## config.mk

```make
export PLATFORM = sky130hd
export DESIGN_NAME = add_sub_serial
export DESIGN_NICKNAME = d
export VERILOG_FILES = /design/src/rtl/add_sub_serial.sv
export SDC_FILE = /design/constraint.sdc
export NUM_CORES = 1
export LEC_CHECK = 0
export CORE_MARGIN = 1
export CORE_UTILIZATION = 25
export DETAILED_ROUTE_END_ITERATION = 7
export PLACE_DENSITY_LB_ADDON = 0.3
export SETUP_SLACK_MARGIN = 0.1
export SYNTH_ARGS = -nofsm -noshare
export SYNTH_HDL_FRONTEND = slang
export SYNTH_SLANG_ARGS = --single-unit
```

## constraint.sdc

```tcl
create_clock -name clk -period 8.5 [get_ports clk]
set_input_delay 1.7 -clock clk [delete_from_list [all_inputs] [get_ports clk]]
set_output_delay 1.7 -clock clk [all_outputs]
set_load 0.03 [all_outputs]
```

## src/rtl/add_sub_serial.sv

```systemverilog
// ============================================================================
// Module   : add_sub_serial
// Brief    : Digit-serial two's-complement adder/subtractor, DIGIT bits/clock.
//            Optional saturation on overflow with ADD_SUB_SERIAL_SAT_EN.
// Revision : 1.0
// ============================================================================
`default_nettype none

module add_sub_serial #(
    parameter int WIDTH = 6,
    parameter int DIGIT = 2
) (
    input  logic             clk,
    input  logic             rst,
    input  logic             in_valid,
    output logic             in_ready,
    input  logic [WIDTH-1:0] a,
    input  logic [WIDTH-1:0] b,
    input  logic             sub,
    output logic             out_valid,
    input  logic             out_ready,
    output logic [WIDTH-1:0] sum,
    output logic             carry,
    output logic             overflow,
    output logic             zero
);

    localparam int c_n  = WIDTH / DIGIT;
    localparam int c_kw = (c_n > 1) ? $clog2(c_n) : 1;
    localparam logic [c_kw-1:0] c_last = c_kw'(c_n - 1);

    typedef enum logic [1:0] {
        IDLE = 2'd0,
        BUSY = 2'd1,
        DONE = 2'd2
    } state_t;

    state_t           r_state;
    logic [WIDTH-1:0] r_a;
    logic [WIDTH-1:0] r_b;
    logic             r_c;
    logic [c_kw-1:0]  r_k;
    logic [WIDTH-1:0] r_acc;

    logic [DIGIT-1:0] w_da;
    logic [DIGIT-1:0] w_db;
    logic [DIGIT:0]   w_dsum;
    logic [WIDTH-1:0] w_sum_final;
    logic             w_ovf;
    logic [WIDTH-1:0] w_result;

    // r_b already holds the inverted operand for subtraction
    always_comb begin
        w_da        = r_a[r_k*DIGIT +: DIGIT];
        w_db        = r_b[r_k*DIGIT +: DIGIT];
        w_dsum      = {1'b0, w_da} + {1'b0, w_db} + {{DIGIT{1'b0}}, r_c};
        w_sum_final = r_acc;
        w_sum_final[r_k*DIGIT +: DIGIT] = w_dsum[DIGIT-1:0];
        // Same-sign operands producing an opposite-sign sum: carry into MSB != carry out
        w_ovf = (r_a[WIDTH-1] == r_b[WIDTH-1]) && (w_sum_final[WIDTH-1] != r_a[WIDTH-1]);
    end

`ifdef ADD_SUB_SERIAL_SAT_EN
    always_comb begin
        w_result = w_sum_final;
        if (w_ovf) begin
            w_result = r_a[WIDTH-1] ? {1'b1, {(WIDTH-1){1'b0}}} : {1'b0, {(WIDTH-1){1'b1}}};
        end
    end
`else
    assign w_result = w_sum_final;
`endif

    always_ff @(posedge clk) begin
        if (rst) begin
            r_state   <= IDLE;
            in_ready  <= 1'b1;
            out_valid <= 1'b0;
            sum       <= '0;
            carry     <= 1'b0;
            overflow  <= 1'b0;
            zero      <= 1'b0;
            r_a       <= '0;
            r_b       <= '0;
            r_c       <= 1'b0;
            r_k       <= '0;
            r_acc     <= '0;
        end else begin
            case (r_state)
                IDLE: begin
                    if (in_valid) begin
                        r_a      <= a;
                        r_b      <= sub ? ~b : b;
                        r_c      <= sub;
                        r_k      <= '0;
                        r_acc    <= '0;
                        in_ready <= 1'b0;
                        r_state  <= BUSY;
                    end
                end
                BUSY: begin
                    r_acc <= w_sum_final;
                    r_c   <= w_dsum[DIGIT];
                    r_k   <= r_k + 1'b1;
                    if (r_k == c_last) begin
                        sum       <= w_result;
                        carry     <= w_dsum[DIGIT];
                        overflow  <= w_ovf;
                        zero      <= (w_result == '0);
                        out_valid <= 1'b1;
                        r_state   <= DONE;
                    end
                end
                DONE: begin
                    if (out_ready) begin
                        out_valid <= 1'b0;
                        in_ready  <= 1'b1;
                        r_state   <= IDLE;
                    end
                end
                default: begin
                    out_valid <= 1'b0;
                    in_ready  <= 1'b1;
                    r_state   <= IDLE;
                end
            endcase
        end
    end

endmodule

`default_nettype wire

```

# Word level (Yosys, flattened, before mapping)
# Cells that the tools add are included.
[op_classes]
n_addsub = 4
n_mul = 0
n_div = 0
order_cmp = 0
n_eq_ne = 8
shifts = 4
mux = 18
bitwise = 3
reduce_logical = 10
[ops]
columns = ["op", "count"]
rows = [
  ["negator 3 -> 34 bit", 1],
  ["variable shift 2 x 34 -> 6 bit, first input constant", 1],
  ["variable part select 2 x 34 -> 6 bit", 1],
  ["2-to-1 mux 6 bit", 2],
  ["one-hot mux 6 bit (2 select lines)", 1],
  ["variable part select 6 x 4 -> 2 bit", 2],
  ["AND reduction 3 bit", 3],
  ["2-to-1 mux 2 bit", 4],
  ["bitwise mux 6 bit", 1],
  ["zero test 6 bit", 1],
  ["!= test 2 bit, second input constant", 3],
  ["inverter 6 bit", 1],
  ["one-hot mux 1 bit (3 select lines)", 2],
  ["one-hot mux 2 bit (3 select lines)", 1],
  ["AND reduction 2 bit", 3],
  ["2-to-1 mux 1 bit", 5],
  ["== test 2 bit, second input constant", 2],
  ["one-hot mux 2 bit (2 select lines)", 1],
  ["adder 2 x 2 -> 3 bit", 1],
  ["adder 3 x 1 -> 3 bit", 1],
  ["adder 2 x 1 -> 2 bit, second input constant", 1],
  ["== test 2 x 1 -> 1 bit, second input constant", 1],
  ["zero test 2 bit", 1],
  ["inverter 1 bit", 2],
  ["other kinds (5)", 5],
]
[word_totals]
reg_bits = 34
latch_bits = 0
mem_bits_rw = 0
rom_bits = 0
input_bits = 17
output_inout_bits = 11
elab_cells = 59
memories = 0

# Logic depth before layout (Yosys ltp)
[depth]
depth_word = 7
depth_mapped = 8
mapped_depth_nobuf = 7

# Least setup slack after synthesis
# OpenSTA, ideal clock, no wires.
[synth_path]
path_kind = "reg2reg"
start = "register r_k[1]"
end = "register r_acc[5]"
setup_time_ns = 0.091
arrival_time_ns = 2.686
path_slack_ns = 5.723
stages_incl_launch_ff = 9
path_buffers = 1
path_cell_list = "dfxtp_1 clkbuf_1 mux2i_1 o22ai_1 fa_1 fa_1 nor4bb_1 nand2_1 a311oi_1"
[synth_between]
elab_chain_cells = 6
elab_cells_between_ends = 9
[synth_rtl]
columns = ["item", "line_no", "rtl"]
rows = [
  ["start, declared", "42", "logic [c_kw-1:0] r_k;"],
  ["start signal, assigned", "104", "r_k <= r_k + 1'b1;"],
  ["variable part select 6 x 4 -> 2 bit (on tied branches)", "54, 55", ""],
  ["adder 2 x 2 -> 3 bit", "56", "w_dsum = {1'b0, w_da} + {1'b0, w_db} + {{DIGIT{1'b0}}, r_c};"],
  ["adder 3 x 1 -> 3 bit", "56", ""],
  ["variable part select 2 x 34 -> 6 bit", "58", "w_sum_final[r_k*DIGIT +: DIGIT] = w_dsum[DIGIT-1:0];"],
  ["bitwise mux 6 bit (*)", "58", ""],
  ["one-hot mux 6 bit (2 select lines) (*)", "89", "case (r_state)"],
  ["end signal, assigned", "102", "r_acc <= w_sum_final;"],
  ["end, declared", "43", "logic [WIDTH-1:0] r_acc;"],
]
# Every way passes the cells marked *; elsewhere a longest branch is shown, timed or not.
# A chain may end at the register's enable or synchronous reset.

# Final worst setup path
# Ends and elaborated chain as after synthesis.

==> summary.txt <==
Outcome
  – Status: completed

STA
  – F_max: 326.2 MHz
  – Final min period: 3066 ps
  – Setup tns final: 0 ps
  – Max_slew headroom: 0.5127
  – Final hold vios: 0
  – Worst Tran Pin Value: 730.1 ps
  – RSZ-0062 raised after global routing: no
  – Max Transition Viols Final: 0
  – Setup-failing EPs final: 0
  – Final Cycle Share: 0.3607
  – Clock Skew: 6.826 ps

Global route
  – GRT Util Overall: 0.1109
  – GRT overflow: 0
  – Initial antenna violation count: 0
  – First-pass GRT wire length: 6285 um
  – Vias in the first global route: 1294
  – Pin count of the biggest net entering global routing: 36

Clock network
  – Clk buf depth: 2
  – CTS tree: yes
  – Clock latency on the worst-skew pair: 290 ps
  – Total CTS buffers: 5
  – H-tree level count: 2
  – Reg clk slew, reported paths: 70 ps
  – Root Buffer: clkbuf_8
  – Postcts setup bufs: 0
  – CTS resizes: 0
  – Clock sink total: 34
  – Hold-fix buffers, CTS: 0

Critical path
  – Worst Reg-to-Reg Cells: 7
  – Destination of the critical timing path: r_acc[5]
  – R2r endpoint: r_acc[5]
  – Worst Path Class, Setup: flop to flop
  – Worst Setup SP: r_k[1]
  – Crit-path max FO: 12
  – WP data arrival: 3270 ps
  – R2r startpoint: r_k[1]
  – Critical path capture point type: flop
  – Reg2Reg Setup Slack: 5430 ps
  – Required time of the critical path: 8700 ps
  – Worst setup SP type: flop

Synthesis
  – Synth top area cells: dfxtp_1, a211oi_1, nor2_1
  – Count leader, synth: dfxtp_1
  – Top cell type's share of synthesized area: 0.3897
  – Sequential area share after synthesis: 0.3897
  – Synth cell count leaders: dfxtp_1, nor2_1, nand2_1
  – Cells after Synth: 200
  – Distinct cells, synth: 40
  – Syn Nets: 224
  – Syn Std Cell Area: 0.001747 mm2
  – Yosys reg bits: 34
  – Ys Warns: 0
  – Most area-hungry cell type in the Yosys netlist: dfxtp_1
  – Async S/R FF share, synth: 0
  – Synth Flop Type: dfxtp_1
  – EDFF count, synth: 0
  – Syn avg cell area: 8.733 um2

Routing
  – Routed wire length per instance: 12.42 um
  – First-pass DRT Iterations: 4
  – 1st-iter DRT viols: 83
  – Routed WL: 3752 um
  – Total number of vias: 1452
  – Post-route antenna net violation count: 0
  – Via density: 4.808
  – Post-route DRC: 0

Final layout
  – Share of layout cells above drive strength 1: 0.05405
  – Number of diodes: 0
  – Finished Layout Cells: 302
  – Area of the multi-input gates: 972.2 um2
  – Fillers: 704
  – Sequential cell area: 680.7 um2
  – Layout net count: 245
  – Layout area overhead: 22.13%

Place
  – DPL Wire Length: 2609 um
  – Gpl congestion: 0.7713
  – IO buf count: 27
  – Placed cell count: 294

Floorplanning
  – Num rows: 30
  – Initial Util: 0.2585
  – Die W: 85.59 um
  – Die ar.: 0.007325 mm2
  – Die height: 85.59 um
  – Core area: 0.006756 mm2
  – I/O pin count: 28

Pwr
  – Power per cell area: 173.6 mW/mm2
  – Max IR drop VDD: 0.00005590 V
  – Leak: 0.0007409 uW

Flow run
  – Max Cap Viol: 0

Worst hold path
  – Hold Path Class: flop to flop
  – Worst Hold Launch: r_a[2]
==> power by group <==
group	internal, uW	switching [uW]	leakage, uW
Clock	65.1	61.3	0.0000472
Combinational	31.3	35.2	0.000415
Sequential	169	8.85	0.000278
==> cells in the final DEF, fill, tap and decap left out, drive strengths merged, types with 2 or more instances in the layout <==
master / count
nand3: 7
nor2b: 5
and3b: 2
nor3b: 3
o21bai: 2
inv: 2
a311oi: 4
nand2b: 4
nor3: 3
xnor2: 6
fa: 2
nor2: 27
clkdlybuf4s50: 27
a21oi: 20
clkbuf: 6
nand3b: 2
nor4bb: 2
a211oi: 14
dfxtp: 34
ha: 5
mux2i: 4
nand2: 22
o22ai: 4
==> final cells by class <==
class                   instances  share of cell area
clock buffers                   6             0.03871
clock inverters                 2            0.005865
inverters                       2            0.003519
multi-input cells             150              0.4557
flip-flops and latches         34              0.3191
well taps                      80             0.04692
repair buffers                 28              0.1302
==> how the worst min path moves through the flow <==
stage              to  slack (ps)  depth (start not counted)
2_1_floorplan  r_a[0]         440                          2
3_3_place_gp   r_a[2]         440                          2
3_5_place_dp   r_a[2]         450                          2
4_1_cts        r_a[2]         460                          2
5_1_grt        r_a[3]         480                          2
6_report       r_a[2]         460                          2
==> cell families after synthesis <==
kind of cell / after synthesis / share of synthesized area
xor+xnor: 6 / 0.03009
buf+inv: 16 / 0.05372
fa+ha+maj: 7 / 0.05874
mux: 4 / 0.02292
simple gates: 81 / 0.2378
flops: 34 / 0.3897
compound gates: 52 / 0.2070
==> layer usage <==
| layer | share of wire | wire length (um) | vias up | global-route usage |
|---|---|---|---|---|
| met1 | 0.47 | 1767 | 653 | 0.1367 |
| met4 | 0.014 | 51 | 0 | 0.04091 |
| met2 | 0.47 | 1749 | 37 | 0.1833 |
| li1 | - | - | 756 | - |
| met5 | 0 | 0 | - | 0 |
| met3 | 0.049 | 184 | 6 | 0.03272 |
==> state kept, by name, summed over array words and instances (netlist names) <==
signal	flops
out_valid	1
r_state	2
r_k	2
r_acc	6
carry	1
sum	6
zero	1
in_ready	1
overflow	1
r_a	6
r_c	1
r_b	6
==> worst max-delay path, stage by stage (launching register included) <==
cell and delay, ps:
dfxtp_1 630, mux2i_1 250, o22ai_1 120, fa_1 440, fa_1 570, nor4bb_1 560
nand2_1 160, a311oi_1 260
==> stage by stage <==
| step | total power, uW | area, um2 | setup slack, ps | hold WS (ps) | util |
|---|---|---|---|---|---|
| 6_report | 370.3 | 2133 | 5434 | 455.8 | 0.3157 |
| 5_1_grt | 392.3 | 2133 | 5169 | 483.1 | 0.3157 |
| 4_1_cts | 374.7 | 2133 | 5391 | 461.5 | 0.3157 |
| 3_5_place_dp | 248.4 | 2038 | 5168 | 451.5 | 0.3017 |
| 3_3_place_gp | 248.1 | 2038 | 5208 | 444.9 | 0.3017 |
| 2_1_floorplan | 229.2 | 1747 | 5723 | 435.7 | - |
No activity file was read; power rests on OpenSTA's default activity.
==> patch: new RTL, config.mk and constraints unchanged <==
Encoding of `state_t`: now one-hot (3 bits for 3 states).
--- a/src/rtl/add_sub_serial.sv
+++ b/src/rtl/add_sub_serial.sv
@@ -30,8 +30,8 @@
     localparam logic [c_kw-1:0] c_last = c_kw'(c_n - 1);
 
-    typedef enum logic [1:0] {
-        IDLE = 2'd0,
-        BUSY = 2'd1,
-        DONE = 2'd2
+    typedef enum logic [2:0] {
+        IDLE = 3'b001,
+        BUSY = 3'b010,
+        DONE = 3'b100
     } state_t;
 
Behaviour: no difference found for any inputs over 10 cycles, from zero or initial values and one cycle with rst high; not proved beyond that.
==> patch against the original RTL <==
Synthesized cell count is 6.0% lower; the run now ends with DRC left; cell area is 1.9% lower; area after synthesis is 3.3% lower; sequential share of layout area is 1.6 points higher; fmax is 0.76% lower; setup slack worse by 0.024 ns; global-route usage is 0.43 points lower; power is 2.6% lower; clock power is 6% higher; wire length is 6.0% lower; sequential cell count is 1 higher.
==> patch: results (changes against the original RTL) <==
syn_nets 212 (-5.4%); Post-Place Setup Slack 5.10 ns (-0.0659 ns); DRT iter0 DRCs 87 (+4.8%); CP Max Fanout 20 (+8); CP peak stage delay 0.52 ns (-0.11 ns); Slowest-stage cell, CP nor2_1; skew final 0.00332 ns (-0.00351 ns); Area contributors post-synth dfxtp_1, nor2_1, nand2_1; first-pass GRT wire length 6.11 mm (-2.7%); M2 GR Usage 0.175 (-0.00816); failing checks DRC; Worst R2R Setup Slack 5.61 ns (+0.18 ns); Post-synth top cells dfxtp_1, nor2_1, nand2_1, a21oi_1, a211oi_1; largest net degree at the start of global routing 37 (+2.8%); GPL Wtd Cong 0.738 (-4.3%); Worst EP arrival 3.31 ns (+0.04 ns); Seq/Total Area, Yosys 0.415 (+0.0251); FMAX 324 MHz (-0.76%); layout cell share with drive strength beyond 1 0.0708 (+0.0167); NumNets Final 235 (-4.1%); Placed Area 1990 µm² (-2.2%); DP HPWL 2.53 mm (-3.0%); Detailed Route WL 3.53 mm (-6.0%); unique cell type count in the Yosys netlist 44 (+10%); Hold WS 0.455 ns (-0.000611 ns); vias in the first global route 1322 (+2.2%); vias 1396 (-3.9%); status complete, but fails checks; GRT Total Usage 0.107 (-0.00432); DRC 4 (+4); Top delay family on crit path simple AND/OR/NAND/NOR gates; Slew headroom 0.581 (+0.0683); met1 usage 0.138 (+0.00114); Leak 0.700 nW (-5.6%); worst vdd ir 0.0000650 V (+16%); ANT nets after route 0 (unchanged); fillers 686 (-2.6%); DRT Pass-1 Iters 6 (+2); Root Buffer clkbuf_8; clk buf depth 2 (unchanged); grt met3 use 0.0295 (-0.00323)
[patch: cell types whose count changed after synthesis, moves of 3 or more]
cell       change
a21oi_1        -6
nand2b_1       -3
a211oi_1       -4
a31oi_1        +6
o21ai_0        +3
nand3_1        -6
a2bb2oi_1      +5
a311oi_1       -3
[patch: worst min-delay path, delay by kind of cell, from the launching register on]
kind | cells | cell delay, ns
flops | 1 | 0.31
compound gates | 1 | 0.05
simple gates | 1 | 0.05
[patch: metal layers]
layer,vias to the layer above,wire [µm],part of all wire
met4,0,23,0.0065
li1,712,-,-
met5,-,0,0
met1,647,1840,0.52
met2,34,1510,0.43
met3,3,153,0.043
[patch: area by class of cell]
| type | count | area share |
|---|---|---|
| clock buffer | 8 | 0.0478 |
| inverter | 3 | 0.00538 |
| multi-input combinational | 138 | 0.433 |
| sequential | 35 | 0.335 |
| tap | 77 | 0.0460 |
| timing repair buffer | 28 | 0.133 |
[patch: kinds of logic (layout without fill, tap and decap cells)]
| family | after synthesis | count (layout) | share of synthesized area |
|---|---|---|---|
| XOR/XNOR | 6 | 6 | 0.0311 |
| flip-flops | 35 | 35 | 0.415 |
| AND/OR/NAND/NOR | 72 | 72 | 0.219 |
| multiplexers | 4 | 4 | 0.0237 |
| buffers and inverters | 15 | 39 | 0.0481 |
| AO/OA/AOI/OAI | 49 | 49 | 0.203 |
| adder cells (fa/ha/maj) | 7 | 7 | 0.0607 |
[patch: per-stage QoR]
| stage | instances | utilization |
|---|---|---|
| after floorplan | 188 | - |
| after global placement | 281 | 0.310 |
| after detailed placement | 281 | 0.310 |
| after CTS | 289 | 0.326 |
| after global routing | 289 | 0.326 |
| final | 289 | 0.326 |
[patch: final timing paths]
check / from / to
hold / removal: r_a[1] / r_a[1]
setup / recovery: in_valid / r_acc[2]
hold reg to reg: r_a[1] / r_a[1]
setup reg to reg: r_k[1] / overflow
[patch: report_power, final]
part / internal (W) / leakage, nW / total [W] / switching [W]
logic: 0.0000239 / 0.363 / 0.0000509 / 0.0000270
registers: 0.000171 / 0.285 / 0.000177 / 0.00000592
clock network: 0.0000740 / 0.0515 / 0.000133 / 0.0000588
total: 0.000269 / 0.700 / 0.000361 / 0.0000917
